**src/rtl/rv32.sv**
```systemverilog
// rv32: shared trap types, CSR addresses, mstatus/mip bit positions
// and exception/interrupt cause codes used by the trap controller.
package rv32;

    typedef logic [11:0] csr_addr_t;

    typedef enum logic [1:0] {
        UMODE = 2'b00,
        MMODE = 2'b11
    } priv_mode_t;

    typedef struct packed {
        logic        intr;
        logic [30:0] code;
    } trap_cause_t;

    localparam int MSTATUS_MIE_BIT  = 3;
    localparam int MSTATUS_MPIE_BIT = 7;
    localparam int MSTATUS_MPP_LSB  = 11;

    localparam int MIP_MSI = 3;
    localparam int MIP_MTI = 7;
    localparam int MIP_MEI = 11;

    localparam logic [3:0] TRAP_CODE_INSN_MISALIGN = 4'd0;
    localparam logic [3:0] TRAP_CODE_INSN_FAULT    = 4'd1;
    localparam logic [3:0] TRAP_CODE_ILLEGAL_INSN  = 4'd2;
    localparam logic [3:0] TRAP_CODE_BREAKPOINT    = 4'd3;
    localparam logic [3:0] TRAP_CODE_LOAD_FAULT    = 4'd5;
    localparam logic [3:0] TRAP_CODE_STORE_FAULT   = 4'd7;
    localparam logic [3:0] TRAP_CODE_ECALL_U       = 4'd8;
    localparam logic [3:0] TRAP_CODE_ECALL_M       = 4'd11;

    localparam logic [3:0] TRAP_CODE_MSI = 4'd3;
    localparam logic [3:0] TRAP_CODE_MTI = 4'd7;
    localparam logic [3:0] TRAP_CODE_MEI = 4'd11;

    localparam csr_addr_t CSR_MSTATUS = 12'h300;
    localparam csr_addr_t CSR_MIE     = 12'h304;
    localparam csr_addr_t CSR_MTVEC   = 12'h305;
    localparam csr_addr_t CSR_MEPC    = 12'h341;
    localparam csr_addr_t CSR_MCAUSE  = 12'h342;
    localparam csr_addr_t CSR_MTVAL   = 12'h343;
    localparam csr_addr_t CSR_MIP     = 12'h344;

endpackage

```
**src/rtl/trap_prio_enc.sv**
```systemverilog
// trap_prio_enc: picks the trap to take for the committing instruction.
// Ports: i_exc_valid/i_exc_code, i_pend/i_en {MEI,MTI,MSI}, i_gie -> o_take, o_cause.
import rv32::*;

module trap_prio_enc (
    input  logic        i_exc_valid,
    input  logic [3:0]  i_exc_code,
    input  logic [2:0]  i_pend,
    input  logic [2:0]  i_en,
    input  logic        i_gie,
    output logic        o_take,
    output trap_cause_t o_cause
);

    logic [2:0] w_elig;

    assign w_elig = i_pend & i_en & {3{i_gie}};

    // Exceptions beat interrupts; among interrupts MEI > MSI > MTI.
    always_comb begin
        o_take  = 1'b0;
        o_cause = '0;
        if (i_exc_valid) begin
            o_take       = 1'b1;
            o_cause.code = {27'b0, i_exc_code};
        end else if (w_elig[2]) begin
            o_take       = 1'b1;
            o_cause.intr = 1'b1;
            o_cause.code = {27'b0, TRAP_CODE_MEI};
        end else if (w_elig[0]) begin
            o_take       = 1'b1;
            o_cause.intr = 1'b1;
            o_cause.code = {27'b0, TRAP_CODE_MSI};
        end else if (w_elig[1]) begin
            o_take       = 1'b1;
            o_cause.intr = 1'b1;
            o_cause.code = {27'b0, TRAP_CODE_MTI};
        end
    end

endmodule

```
**src/rtl/trap_unit.sv**
```systemverilog
// trap_unit: machine-mode trap controller at commit. Owns mstatus, mie, mip,
// mtvec, mepc, mcause, mtval; emits a one-cycle redirect/stall and priv.
// Ports: clk, rst (async high); inst_valid/inst_pc, exc_valid/code/tval,
// mret, irq_msi/mti/mei; csr_addr/we/wdata -> csr_rdata, csr_hit;
// redirect, redirect_pc, stall, priv.
// Option: TRAP_VECTORED_EN enables vectored mtvec mode (01).
import rv32::*;

module trap_unit #(
    parameter logic [31:0] RESET_MTVEC   = 32'h0000_0100,
    parameter bit          SUPPORT_UMODE = 1'b1
) (
    input  logic        clk,
    input  logic        rst,
    input  logic        inst_valid,
    input  logic [31:0] inst_pc,
    input  logic        exc_valid,
    input  logic [3:0]  exc_code,
    input  logic [31:0] exc_tval,
    input  logic        mret,
    input  logic        irq_msi,
    input  logic        irq_mti,
    input  logic        irq_mei,
    input  csr_addr_t   csr_addr,
    input  logic        csr_we,
    input  logic [31:0] csr_wdata,
    output logic [31:0] csr_rdata,
    output logic        csr_hit,
    output logic        redirect,
    output logic [31:0] redirect_pc,
    output logic        stall,
    output priv_mode_t  priv
);

    typedef enum logic {S_IDLE, S_REDIRECT} state_t;

    state_t      r_state, w_state_nxt;
    priv_mode_t  r_priv, r_mpp;
    logic        r_mie_g, r_mpie;
    logic [2:0]  r_mie;
    logic [29:0] r_mtvec_base;
    logic [31:0] r_mepc, r_mtval, r_redirect_pc;
    trap_cause_t r_mcause;

    logic [1:0]  w_mtvec_mode;
    logic [2:0]  w_pend;
    logic        w_gie, w_take, w_accept, w_trap, w_mret, w_csr_wr;
    logic        w_mpp_ok;
    trap_cause_t w_cause;
    logic [31:0] w_base, w_vec, w_mstatus, w_mip, w_mie_rd;

`ifdef TRAP_VECTORED_EN
    logic r_mtvec_vec;
    assign w_mtvec_mode = {1'b0, r_mtvec_vec};
`else
    assign w_mtvec_mode = 2'b00;
`endif

    assign w_pend = {irq_mei, irq_mti, irq_msi};
    assign w_gie  = (r_priv != MMODE) | r_mie_g;

    trap_prio_enc u_prio (
        .i_exc_valid (exc_valid),
        .i_exc_code  (exc_code),
        .i_pend      (w_pend),
        .i_en        (r_mie),
        .i_gie       (w_gie),
        .o_take      (w_take),
        .o_cause     (w_cause)
    );

    assign w_accept = (r_state == S_IDLE) & inst_valid;
    assign w_trap   = w_accept & w_take;
    assign w_mret   = w_accept & mret & ~w_take;
    // A taken trap replaces the instruction, so its CSR write is lost.
    assign w_csr_wr = inst_valid & csr_we & ~w_trap;

    assign w_base = {r_mtvec_base, 2'b00};
    assign w_vec  = (w_mtvec_mode == 2'b01 && w_cause.intr)
                  ? w_base + {w_cause.code[29:0], 2'b00}
                  : w_base;

    assign w_mpp_ok = SUPPORT_UMODE &&
                      (csr_wdata[12:11] == 2'b00 || csr_wdata[12:11] == 2'b11);

    always_comb begin
        w_mstatus = '0;
        w_mstatus[MSTATUS_MIE_BIT]  = r_mie_g;
        w_mstatus[MSTATUS_MPIE_BIT] = r_mpie;
        w_mstatus[MSTATUS_MPP_LSB+:2] = r_mpp;
        w_mip = '0;
        w_mip[MIP_MSI] = irq_msi;
        w_mip[MIP_MTI] = irq_mti;
        w_mip[MIP_MEI] = irq_mei;
        w_mie_rd = '0;
        w_mie_rd[MIP_MSI] = r_mie[0];
        w_mie_rd[MIP_MTI] = r_mie[1];
        w_mie_rd[MIP_MEI] = r_mie[2];
    end

    always_comb begin
        csr_hit   = 1'b1;
        csr_rdata = '0;
        case (csr_addr)
            CSR_MSTATUS: csr_rdata = w_mstatus;
            CSR_MIE:     csr_rdata = w_mie_rd;
            CSR_MIP:     csr_rdata = w_mip;
            CSR_MTVEC:   csr_rdata = {r_mtvec_base, w_mtvec_mode};
            CSR_MEPC:    csr_rdata = r_mepc;
            CSR_MCAUSE:  csr_rdata = r_mcause;
            CSR_MTVAL:   csr_rdata = r_mtval;
            default:     csr_hit   = 1'b0;
        endcase
    end

    always_ff @(posedge clk or posedge rst) begin
        if (rst) r_state <= S_IDLE;
        else     r_state <= w_state_nxt;
    end

    always_comb begin
        w_state_nxt = r_state;
        redirect    = 1'b0;
        stall       = 1'b0;
        case (r_state)
            S_IDLE: begin
                if (w_trap || w_mret) w_state_nxt = S_REDIRECT;
            end
            S_REDIRECT: begin
                redirect    = 1'b1;
                stall       = 1'b1;
                w_state_nxt = S_IDLE;
            end
            default: w_state_nxt = S_IDLE;
        endcase
    end

    // mret/trap updates follow the CSR write so they override it;
    // mret reads r_mpie/r_mpp, i.e. the pre-write values.
    always_ff @(posedge clk or posedge rst) begin
        if (rst) begin
            r_priv        <= MMODE;
            r_mie_g       <= 1'b0;
            r_mpie        <= 1'b0;
            r_mpp         <= MMODE;
            r_mie         <= '0;
            r_mtvec_base  <= RESET_MTVEC[31:2];
            r_mepc        <= '0;
            r_mcause      <= '0;
            r_mtval       <= '0;
            r_redirect_pc <= '0;
`ifdef TRAP_VECTORED_EN
            r_mtvec_vec   <= 1'b0;
`endif
        end else begin
            if (w_csr_wr) begin
                case (csr_addr)
                    CSR_MSTATUS: begin
                        r_mie_g <= csr_wdata[MSTATUS_MIE_BIT];
                        r_mpie  <= csr_wdata[MSTATUS_MPIE_BIT];
                        if (w_mpp_ok) r_mpp <= priv_mode_t'(csr_wdata[12:11]);
                    end
                    CSR_MIE: r_mie <= {csr_wdata[MIP_MEI],
                                       csr_wdata[MIP_MTI],
                                       csr_wdata[MIP_MSI]};
                    CSR_MTVEC: begin
                        r_mtvec_base <= csr_wdata[31:2];
`ifdef TRAP_VECTORED_EN
                        if (!csr_wdata[1]) r_mtvec_vec <= csr_wdata[0];
`endif
                    end
                    CSR_MEPC:   r_mepc   <= {csr_wdata[31:2], 2'b00};
                    CSR_MCAUSE: r_mcause <= csr_wdata;
                    CSR_MTVAL:  r_mtval  <= csr_wdata;
                    default: ;
                endcase
            end
            if (w_trap) begin
                r_mepc        <= {inst_pc[31:2], 2'b00};
                r_mcause      <= w_cause;
                r_mtval       <= w_cause.intr ? 32'b0 : exc_tval;
                r_mpie        <= r_mie_g;
                r_mie_g       <= 1'b0;
                r_mpp         <= SUPPORT_UMODE ? r_priv : MMODE;
                r_priv        <= MMODE;
                r_redirect_pc <= w_vec;
            end
            if (w_mret) begin
                r_mie_g       <= r_mpie;
                r_mpie        <= 1'b1;
                r_priv        <= SUPPORT_UMODE ? r_mpp : MMODE;
                r_mpp         <= SUPPORT_UMODE ? UMODE : MMODE;
                r_redirect_pc <= r_mepc;
            end
        end
    end

    assign redirect_pc = r_redirect_pc;
    assign priv        = r_priv;

endmodule

```
**config.mk**
```make
export PLATFORM = sky130hd
export DESIGN_NAME = trap_unit
export DESIGN_NICKNAME = d
export VERILOG_FILES = /design/src/rtl/rv32.sv /design/src/rtl/trap_prio_enc.sv /design/src/rtl/trap_unit.sv
export SDC_FILE = /design/constraint.sdc
export NUM_CORES = 1
export LEC_CHECK = 0
export CORE_MARGIN = 5
export CORE_UTILIZATION = 54
export CTS_CLUSTER_SIZE = 40
export DETAILED_ROUTE_END_ITERATION = 16
export PLACE_DENSITY = 0.95
export SYNTH_ARGS = -nofsm -noshare
export SYNTH_HDL_FRONTEND = slang
export SYNTH_SLANG_ARGS = --single-unit
```
**constraint.sdc**
```tcl
create_clock -name clk -period 14.77 [get_ports clk]
set_input_delay 2.954 -clock clk [delete_from_list [all_inputs] [get_ports clk]]
set_output_delay 2.954 -clock clk [all_outputs]
set_load 0.02 [all_outputs]
```
After elaboration in Yosys (flattened, before gate mapping)
Index checks and enable logic that the tools add are counted.

word-level totals
  flip-flop bits (word level) = 168
  bits of input ports = 121
  output and inout bits = 69
  logic and storage cells = 93

cells by class
  equality and inequality tests = 9
  mux-type cells = 41
  bitwise logic cells = 12
  reductions and logical operators = 19

operators by type and width
  operator                                                count
  2-to-1 mux 32 bit                                       15
  one-hot mux 32 bit (7 select lines)                     1
  equality test 12 x 10 -> 1 bit (second input constant)  7
  2-to-1 mux 31 bit                                       1
  2-to-1 mux 1 bit                                        16
  2-to-1 mux 2 bit                                        7
  AND reduction 2 bit                                     6
  nonzero test 2 bit                                      5
  nonzero test 3 bit                                      3
  OR reduction 7 bit                                      1
  AND 1 bit                                               6
  AND 3 bit                                               2
  NOT 1 bit                                               3
  AND reduction 3 bit                                     1
  equality test 2 bit (second input constant)             1
  logical NOT 2 bit                                       1
  logical OR 1 bit                                        2
  inequality test 2 bit (second input constant)           1
  one-hot mux 1 bit (2 select lines)                      1
  bitwise OR 1 bit                                        1

Longest topological paths before layout
  word-level depth = 13
  gate-level depth with buffers = 8
  depth with buffers taken out = 4

By module
From an unflattened synthesis, not the netlist that was laid out.

second synthesis, totals
  cells, all modules = 928
  area, all modules = 8640.8 um^2

by module, submodules not included
  module         instances  cells an instance  area an instance (um^2)  sequential area each (um^2)
  trap_unit      1          884                8348.0                   4110.2
  trap_prio_enc  1          44                 292.8                    0.0

Least setup slack after synthesis
Ideal clock, no wire load.

  path kind = input -> output
  start point = input csr_addr[3]
  end point = output csr_rdata[22]
  arrival = 4.616 ns
  required time = 11.816 ns
  slack = 7.200 ns
  stages on the path = 7
  path buffers = 3
  path through = or4_1 -> buf_4 -> nor4_2 -> buf_2 -> buf_2 -> a22oi_1 -> nand2_1

on the way
  longest elaborated chain between the ends = 2
  elaborated cells on any way between the ends = 8
  classes of those cells = eq/ne: 7; mux: 1

RTL lines
  item                                   RTL line          source
  start: declaration                     trap_unit.sv:24   input csr_addr_t csr_addr,
  equality test 12 x 10 -> 1 bit         trap_unit.sv:104  case (csr_addr)
  one-hot mux 32 bit (7 select lines) *  trap_unit.sv:104
  end: declaration                       trap_unit.sv:27   output logic [31:0] csr_rdata,

Mark *: on every way between the ends. The rest lies on a longest branch, timed or not.

Worst setup path in the final report
  start point = input csr_addr[0]
  end point = output csr_rdata[18]

The elaborated chain is that of the path after synthesis.

==> run_results.csv <==
group,metric,value,unit
global_routing,grt-ovfl-total,0,
place,dp.cells,1158,
sta,clock.fmax,105,MHz
final_layout,nFillCells,1025,
global_routing,grt_pass1_wl,40800,um
clock_network,clkLatencyLatePin,0.43,ns
sta,finalSetupViolCount,0,
pwr,p_leak,0.00446,uW
place,place_ws,5.32,ns
synthesis,synth_seq_cells,164,
worst_setup_path,cp-end-kind,"output port",
detailed_routing,first_iter_violations,1012,
clock_network,tritoncts,"built",
detailed_routing,drc,0,
worst_setup_path,path_max_fanout,20,
flow_run,cap_violations,0,
clock_network,cts_buffers,17,
sta,tightest_slew,1.12,ns
worst_setup_path,ff2ff_setup_slack,11.58,ns
clock_network,cts_root_buffer,"clkbuf_16",
detailed_routing,wl_met1,10000,um
detailed_routing,drtPass1Iterations,7,
run_status,status,"finished clean",
synthesis,ys_top_cells_by_area,"dfrtp_1 (49%), nand2_1 (8.3%), a22oi_1 (6.4%), mux2_2 (4.3%), o21ai_0 (4.0%)",
floorplan,core,14600,um^2
final_layout,stdcell_count,1191,
clock_network,cts-hold-fix-buffers,0,
sta,finalClockSkew,0.0112,ns
synthesis,synth_top_area_frac,0.491,
min_path,hold_depth,2,
detailed_routing,drt-total-wl,26000,um
final_layout,multi_input_area,3590,um^2
place,dpl.hpwl,16300,um
global_routing,grt_pass1_vias,7783,
worst_setup_path,required,11.82,ns
sta,slew_headroom,0.255,
worst_setup_path,worstSetupPathType,"input pin to output port",
worst_setup_path,worst_r2r_path_depth,4,
sta,finalCritPeriodShare,0.646,
final_layout,syn2layout_area_growth,29.9,%
synthesis,synthDistinctLibCells,50,
sta,slew_viol_final,0,
clock_network,h-tree-depth,4,
detailed_routing,routed.top_layer,"met4",
synthesis,ys_warn_count,0,
synthesis,synthFlopType,"dfrtp_1",
detailed_routing,final_antenna_net_count,0,
detailed_routing,vias,7605,
synthesis,ys_async_sr_fraction,1.00,
global_routing,antenna_found_initial,0,
synthesis,seq_area_frac_synth,0.507,
synthesis,synth_edf_count,0,
min_path,worstHoldStart,"r_mpp[1]$_DFFE_PP1P_",
clock_network,clkTransAtPathRegs,0.06,ns
place,place.gp.congestion,0.904,
min_path,worst_hold_path.endpoint,"priv[1]$_DFFE_PP1N_",
floorplan,die_w,133,um
pwr,p_per_area,122,nW/um^2
detailed_routing,wire_per_inst,21.8,um
worst_setup_path,worstSetupStartpointType,"input pin",
detailed_routing,dr_wl_met2,12800,um
floorplan,rows,44,
worst_setup_path,r2r_start,"priv[0]$_DFFE_PP1N_",
global_routing,grt_max_degree,84,
synthesis,synth_area_leader_cell,"dfrtp_1",
synthesis,synthCells,849,
pwr,peakVddDrop,0.0878,mV
detailed_routing,routed-wl-met3,2600,um
global_routing,track_usage,0.290,
final_layout,drive_gt1_frac,0.0895,
clock_network,cts_sinks,164,
floorplan,die_h,133,um
final_layout,utilization,0.719,
place,numPortBuffers,185,
final_layout,nNetsFinal,1114,
floorplan,die_area,17600,um^2
final_layout,seqCellArea,4110,um^2
worst_setup_path,cp_data_arrival_time,6.59,ns
sta,tns,0,ns
synthesis,syn_area,8110,um^2
sta,period_minus_slack,9.55,ns
worst_setup_path,timing.rr.end,"r_mtvec_base[13]$_DFFE_PP0P_",
synthesis,synth_area_per_cell,9.55,um^2
clock_network,post_cts_resized,0,
sta,rsz0062_at_grt,"no",
min_path,hold_class,"flip-flop to flip-flop",
detailed_routing,vias_per_cell,6.39,
sta,hold_viol,0,
sta,setup_ws,5.22,ns
clock_network,clockBufferDepth,2,
clock_network,postCtsSetupBuffers,0,
floorplan,initial_core_util,0.554,
floorplan,num_io_pins,190,
[cell usage after synthesis, types with 2 or more instances]
library cell,instances
dfstp_2,5
nor4_1,3
a22o_1,9
a211oi_1,2
nand2b_1,5
o2bb2ai_1,2
a2bb2oi_1,32
and3_1,2
o21ai_0,65
a31oi_1,30
o22ai_1,4
nor3_1,4
buf_1,3
buf_6,3
mux2_1,2
a22oi_1,69
mux2i_1,15
clkbuf_2,2
nand4b_1,2
o221ai_1,3
nand4_1,4
dfrtp_1,159
clkbuf_1,36
o21ai_1,6
nand2_1,179
a221o_1,11
nor2b_1,3
nor4_4,3
a221oi_1,2
buf_2,21
buf_4,7
nor4bb_1,3
inv_1,32
o21a_1,2
mux2_2,31
nor2_1,40
a21oi_1,32
or4_1,4
[where the power goes]
part           switching, uW  internal [uW]
Clock                    188            232
Combinational            141            130
Sequential              59.7            536
Total                    389            897
[layer usage]
metal | up-vias | GRT usage
li1 | 3330 | -
met1 | 3707 | 0.374
met2 | 503 | 0.471
met3 | 65 | 0.0721
met4 | 0 | 0.118
met5 | - | 0
[cells by family (layout without fill, tap and decap cells)]
kind of cell              after synthesis  count (layout)  share of synthesized area
buffers and inverters                 104             260                     0.0577
xor gates and xnor gates                1               1                    0.00108
other                                   1               3                   0.000463
muxes                                  48              48                     0.0644
DFF                                   164             164                      0.507
AOI/OAI and AO/OA                     271             271                      0.225
and+or+nand+nor                       260             260                      0.144
[state kept, by name (all words and copies together), names as in the netlist]
signal and flops:
r_mpp 2, redirect_pc 30, r_mie_g 1, r_mcause 32
r_mie 3, r_state 1, priv 2, r_mepc 30
r_mpie 1, r_mtvec_base 30, r_mtval 32
[how the worst max path moves through the flow]
stage	from	end	slack [ns]
6_report	csr_addr[0]	csr_rdata[18]	5.22
5_1_grt	csr_addr[0]	csr_rdata[28]	5.00
4_1_cts	csr_addr[3]	csr_rdata[18]	5.29
3_5_place_dp	csr_addr[6]	csr_rdata[18]	5.32
3_3_place_gp	csr_addr[3]	csr_rdata[18]	5.37
2_1_floorplan	csr_addr[3]	csr_rdata[22]	7.20
[layout by cell type, fill, tap and decap left out, drive strengths merged, types with 3 or more instances in the layout]
master and instances:
mux2 33, o22ai 4, clkinvlp 4, nor3 4
nor4 7, o21ai 71, a22o 9, a2bb2oi 32
mux2i 15, nor2 40, a221o 11, nand2 180
nor2b 3, inv 34, a21oi 32, a31oi 30
buf 11, nand2b 5, nor4bb 3, o221ai 3
nand4 4, clkdlybuf4s50 185, a22oi 69, clkinv 6
or4 5, dfrtp 159, clkbuf 19, dfstp 5
[per-stage QoR]
step                      total power [uW]  hold slack [ns]  area [um^2]
after detailed placement               868            0.468         9990
after global placement                 853            0.448         9990
final                                 1290            0.489        10500
after floorplan                        738            0.440         8110
after global routing                  1330            0.511        10500
after CTS                             1280            0.484        10500
[cell type report]
cell class | count | share of cell area
Timing Repair Buffer | 196 | 0.184
Antenna cell | 1 | 0.000238
Clock buffer | 19 | 0.0411
Multi-Input combinational cell | 582 | 0.340
Clock inverter | 13 | 0.0106
Sequential cell | 164 | 0.390
Inverter | 32 | 0.0119
Tap cell | 184 | 0.0219
[critical path, cell delays in order]
cell	delay [ns]
clkdlybuf4s50_1	1.02
nor4bb_1	0.59
and3_1	0.69
buf_4	0.38
a22o_1	0.17
a221o_1	0.15
clkdlybuf4s50_1	0.62
Note: power is estimated with default switching activity, not from simulation.
